==> src/rtl/instr_mem_ctrl_pkg.sv <==
// Shared definitions for the instruction memory controller: FSM encoding
// and default geometry of the instruction store.
package instr_mem_ctrl_pkg;

    localparam int DEF_PROG_CTR_WID = 10;
    localparam int DEF_INSTR_WID    = 16;

    typedef enum logic [1:0] {
        ST_LOAD  = 2'd0,
        ST_DRAIN = 2'd1,
        ST_RUN   = 2'd2
    } state_t;

endpackage

==> src/rtl/instr_fetch_pipe.sv <==
// RUN-mode fetch stage: issues reads for the core and presents the returned
// word with a valid flag exactly one cycle after the request.
module instr_fetch_pipe
    import instr_mem_ctrl_pkg::*;
#(
    parameter int PROG_CTR_WID = DEF_PROG_CTR_WID,
    parameter int INSTR_WID    = DEF_INSTR_WID
) (
    input  logic                    clk,
    input  logic                    rst,
    input  logic                    i_run,
    input  logic                    i_reload,
    input  logic                    i_fetch_req,
    input  logic [PROG_CTR_WID-1:0] i_prog_ctr,
    input  logic [INSTR_WID-1:0]    i_mem_rdata,
    output logic                    o_rd_en,
    output logic [PROG_CTR_WID-1:0] o_rd_addr,
    output logic [INSTR_WID-1:0]    o_instr_out,
    output logic                    o_instr_valid
);

    logic                 w_issue;
    logic                 r_valid;
    logic [INSTR_WID-1:0] r_hold;

    // A reload request takes priority over a fetch in the same cycle, so
    // the read is suppressed and no word comes back for it.
    assign w_issue   = i_run & i_fetch_req & ~i_reload;
    assign o_rd_en   = w_issue;
    assign o_rd_addr = i_prog_ctr;

    // Track which cycles carry a returned word, and remember the last word
    // so instr_out holds steady on idle cycles.
    always_ff @(posedge clk or posedge rst) begin
        if (rst) begin
            r_valid <= 1'b0;
            r_hold  <= '0;
        end else begin
            r_valid <= w_issue;
            if (r_valid) begin
                r_hold <= i_mem_rdata;
            end
        end
    end

    // The memory's own output register supplies the data in the cycle after
    // the request; pass it straight through then, otherwise show the held word.
    assign o_instr_out   = r_valid ? i_mem_rdata : r_hold;
    assign o_instr_valid = r_valid;

endmodule

==> src/rtl/instr_mem_ctrl.sv <==
// Instruction memory controller: boot-loads the program from a valid/ready
// stream starting at address 0, then serves core fetches from the same port.
module instr_mem_ctrl
    import instr_mem_ctrl_pkg::*;
#(
    parameter int PROG_CTR_WID = DEF_PROG_CTR_WID,
    parameter int INSTR_WID    = DEF_INSTR_WID
) (
    input  logic                    clk,
    input  logic                    rst,
    input  logic                    ld_valid,
    output logic                    ld_ready,
    input  logic [INSTR_WID-1:0]    ld_data,
    input  logic                    ld_last,
    input  logic                    reload,
    input  logic [PROG_CTR_WID-1:0] prog_ctr,
    input  logic                    fetch_req,
    output logic [INSTR_WID-1:0]    instr_out,
    output logic                    instr_valid,
    output logic                    core_stall,
    output logic                    boot_done,
    output logic [PROG_CTR_WID:0]   ld_count,
    output logic                    mem_en,
    output logic                    mem_we,
    output logic [PROG_CTR_WID-1:0] mem_addr,
    output logic [INSTR_WID-1:0]    mem_wdata,
    input  logic [INSTR_WID-1:0]    mem_rdata
);

    state_t                  r_state;
    state_t                  w_next_state;
    logic [PROG_CTR_WID-1:0] r_wr_ptr;
    logic [PROG_CTR_WID:0]   r_ld_count;

    logic                    w_in_load;
    logic                    w_in_run;
    logic                    w_xfer;
    logic                    w_wrap;
    logic                    w_reload_run;
    logic                    w_rd_en;
    logic [PROG_CTR_WID-1:0] w_rd_addr;

    // The loader is held off while reset is asserted so no write can slip
    // into memory before the controller is out of reset.
    assign w_in_load    = (r_state == ST_LOAD) & ~rst;
    assign w_in_run     = (r_state == ST_RUN);
    assign w_xfer       = ld_valid & w_in_load;
    assign w_wrap       = (r_wr_ptr == {PROG_CTR_WID{1'b1}});
    assign w_reload_run = w_in_run & reload;

    instr_fetch_pipe #(
        .PROG_CTR_WID (PROG_CTR_WID),
        .INSTR_WID    (INSTR_WID)
    ) u_fetch (
        .clk           (clk),
        .rst           (rst),
        .i_run         (w_in_run),
        .i_reload      (reload),
        .i_fetch_req   (fetch_req),
        .i_prog_ctr    (prog_ctr),
        .i_mem_rdata   (mem_rdata),
        .o_rd_en       (w_rd_en),
        .o_rd_addr     (w_rd_addr),
        .o_instr_out   (instr_out),
        .o_instr_valid (instr_valid)
    );

    // State register.
    always_ff @(posedge clk or posedge rst) begin
        if (rst) begin
            r_state <= ST_LOAD;
        end else begin
            r_state <= w_next_state;
        end
    end

    // Next-state and handshake/status outputs. A write into the top address
    // ends the load even without ld_last so address 0 is never overwritten.
    always_comb begin
        w_next_state = r_state;
        ld_ready     = 1'b0;
        core_stall   = 1'b1;
        boot_done    = 1'b0;
        case (r_state)
            ST_LOAD: begin
                ld_ready = w_in_load;
                if (w_xfer && (ld_last || w_wrap)) begin
                    w_next_state = ST_DRAIN;
                end
            end
            ST_DRAIN: begin
                w_next_state = ST_RUN;
            end
            ST_RUN: begin
                boot_done  = 1'b1;
                core_stall = reload;
                if (reload) begin
                    w_next_state = ST_LOAD;
                end
            end
            default: begin
                w_next_state = ST_LOAD;
            end
        endcase
    end

    // Write pointer and load counter advance on each accepted word and
    // restart from zero when RUN hands control back to the loader.
    always_ff @(posedge clk or posedge rst) begin
        if (rst) begin
            r_wr_ptr   <= '0;
            r_ld_count <= '0;
        end else if (w_reload_run) begin
            r_wr_ptr   <= '0;
            r_ld_count <= '0;
        end else if (w_xfer) begin
            r_wr_ptr   <= r_wr_ptr + 1'b1;
            r_ld_count <= r_ld_count + 1'b1;
        end
    end

    assign ld_count = r_ld_count;

    // Single memory port: loader writes in LOAD, core reads in RUN; the two
    // never coincide because they are qualified by different states.
    assign mem_en    = w_xfer | w_rd_en;
    assign mem_we    = w_xfer;
    assign mem_addr  = w_xfer ? r_wr_ptr : w_rd_addr;
    assign mem_wdata = w_xfer ? ld_data : '0;

endmodule

==> config.mk <==
export PLATFORM = sky130hd
export DESIGN_NAME = instr_mem_ctrl
export DESIGN_NICKNAME = d
export VERILOG_FILES = /design/src/rtl/instr_mem_ctrl_pkg.sv /design/src/rtl/instr_fetch_pipe.sv /design/src/rtl/instr_mem_ctrl.sv
export SDC_FILE = /design/constraint.sdc
export NUM_CORES = 1
export LEC_CHECK = 0
export BUFFER_PORTS_ARGS = -buffer_cell sky130_fd_sc_hd__buf_2
export CAP_MARGIN = 20
export CORE_ASPECT_RATIO = 1.5
export CORE_MARGIN = 2
export CORE_UTILIZATION = 45
export DETAILED_ROUTE_END_ITERATION = 8
export HOLD_SLACK_MARGIN = 0.08
export PLACE_DENSITY = 0.8
export SLEW_MARGIN = 20
export SYNTH_ARGS = -nofsm -noshare
export SYNTH_HDL_FRONTEND = slang
export SYNTH_SLANG_ARGS = --single-unit
==> constraint.sdc <==
create_clock -name clk -period 3.9 [get_ports clk]
set_input_delay 0.78 -clock clk [delete_from_list [all_inputs] [get_ports clk]]
set_output_delay 0.78 -clock clk [all_outputs]
set_load 0.05 [all_outputs]
==> out/results.ini <==
[timing]
rsz0062_at_grt = false
tightest_slew_ns = 0.6302
maxSlewViolCount = 0
fin_worst_skew_ns = 0.003947
fin_crit_ns = 3.021
relSlewSlack_pct = 57.99
setup_tns_ns = 0
fmax_mhz = 331.0
hold_viol_final = 0
layout_setup_ws_ns = 0.8792
period_share_pct = 77.46
final-setup-viol-count = 0
holdWs_ns = 0.4950

[layout]
drive_gt1_share_pct = 44.74
final_nets = 353
regArea_um2 = 1001
fillers = 395
multi_input_area_um2 = 928.4
area_growth_pct = 32.60
instances_no_fill = 350
num_antenna_cells = 0

[pwr]
power_mw = 1.560
leakage_nw = 1.459
ir_worst_vdd_mv = 0.4045
power_density_nw_per_um2 = 589.6

[route]
vias = 1803
routed_wl_mm = 4.426
drtAntennaViolNets = 0
drc = 0
initialDrtViolationCount = 40
wl_per_cell_um = 12.65
firstDrtPassIters = 4
avgViaCountPerCell = 5.151

[place]
dp_slack_ns = 0.8310
place_congestion = 0.8097
place_inst = 342
place_hpwl_mm = 3.274
io_buffers = 106

[clocking]
ctsResizeCount = 0
holdBufCountCts = 0
h-tree-depth = 2
post_cts_buffers = 0
clock-sinks = 40
path_clk_slew_ns = 0.07
cts_tree = yes
clock-root-buffer = clkbuf_8
numCtsBuffers = 5
clockBufferDepth = 2
clk_latency_ns = 0.29

[logic_synthesis]
synth.most_common_cell = dfrtp_1
syn_nets = 249
async_flop_share_pct = 100.0
yosysUniqueCellTypes = 29
synthesis.area_um2 = 1996
synth-seq-cells = 40
syn_inst = 199
synth_flop_cell = dfrtp_1
synth.yosys.seq_area_share_pct = 50.16
synth_edf_count = 0
avgSynthCellArea_um2 = 10.03
synth_top_cell_by_area = dfrtp_1
yosys.area.top_type_share_pct = 50.16
synth_area_leaders = dfrtp_1, mux2_2, nand2_1
yosys-top-cells-count = dfrtp_1, nand2_1, nor2_1
ys_warn_count = 0

[min_path]
hold_path.class = flop to flop

[critical_path]
endpoint_kind = primary output
required_ns = 3.12
start_kind = input port
path_class = input port to primary output
crit_path_max_fanout = 49
cp.arrival_ns = 2.24

[grt]
grt_pass1_wl_mm = 7.245
grt_overflow = 0
busiest_layer = met2
gr-usage-met2_pct = 32.18
grtUsageTotal_pct = 18.34
use_met3_pct = 3.771
gr-usage-met1_pct = 21.46
grt_max_degree = 50
antenna_found_initial = 0
grt_pass1_vias = 1724

[floorplanning]
die_area_um2 = 4995
die_w_um = 58.38
core_area_um2 = 4245
die_h_um = 85.56
std_cell_rows = 29
start_util_pct = 47.01
io_pins = 107

[run_status]
outcome = complete, no violations

[flow_run]
cap_violations = 0

-- cell type report --
cell class | count | area share [%]
inverter | 3 | 0.5201
clock buffer | 6 | 2.742
sequential | 40 | 37.83
multi-input combinational | 146 | 35.08
timing repair buffer | 107 | 20.33
clock inverter | 2 | 1.324
tap | 46 | 2.175
-- where the power goes --
part	internal, mW	switching (mW)	leakage (nW)	total (mW)
combinational	0.174	0.481	0.885	0.655
sequential	0.508	0.0697	0.519	0.578
clock	0.190	0.137	0.0552	0.327
-- stage by stage --
| step | area, µm² | util, % |
|---|---|---|
| detailed placement | 2539 | 59.80 |
| global placement | 2539 | 59.80 |
| floorplan | 1996 | - |
| global route | 2646 | 62.33 |
| CTS | 2646 | 62.33 |
| finish | 2646 | 62.33 |
-- layout by cell type (no fill, tap or decap), drive strengths merged, types with 3 or more instances in the layout --
| cell type | instances |
|---|---|
| and2 | 17 |
| and3 | 3 |
| and4 | 5 |
| buf | 107 |
| clkbuf | 6 |
| dfrtp | 40 |
| mux2 | 17 |
| nand2 | 39 |
| nand3 | 7 |
| nand4 | 8 |
| nor2 | 18 |
| o211ai | 3 |
| o31ai | 3 |
| xor2 | 13 |
-- worst paths after layout --
path | cells past startpoint | startpoint | endpoint | slack, ns
min | 1 | u_fetch.r_hold[6] | u_fetch.r_hold[6] | 0.50
min in group asynchronous | 3 | rst | u_fetch.o_instr_valid | 0.63
max in group asynchronous | 3 | rst | r_wr_ptr[6] | 2.93
min reg2reg | 1 | u_fetch.r_hold[6] | u_fetch.r_hold[6] | 0.50
max reg2reg | 6 | r_state[1] | ld_count[8] | 1.79
max | 6 | rst | mem_wdata[4] | 0.88
-- per-layer routing --
metal  wire [µm]  vias up  part of all wire [%]
met4          76        0                   1.7
met5           0        -                     0
met3         368        6                   8.3
li1            -      873                     -
met1        1744      844                    39
met2        2236       80                    51
-- sequential cells by signal, indices dropped and copies added (netlist names) --
| signal | cells |
|---|---|
| ld_count | 11 |
| r_state | 2 |
| r_wr_ptr | 10 |
| u_fetch.o_instr_valid | 1 |
| u_fetch.r_hold | 16 |
-- logic make-up (layout without fill, tap and decap cells) --
group / Yosys count / after routing / synth area share [%]
AOI/OAI and AO/OA: 12 / 12 / 4.263
xor gates and xnor gates: 14 / 14 / 6.144
adders and majority gates: 2 / 2 / 1.254
buffers and inverters: 13 / 118 / 3.323
DFF: 40 / 40 / 50.16
muxes: 17 / 17 / 9.592
and+or+nand+nor: 101 / 101 / 25.27
-- critical path, stage by stage --
cell,delay [ns]
buf_2,0.11
clkinv_1,0.05
nand3_1,0.34
inv_4,0.49
and2_1,0.20
buf_2,0.26
Note: power is estimated with default switching activity, not from simulation.
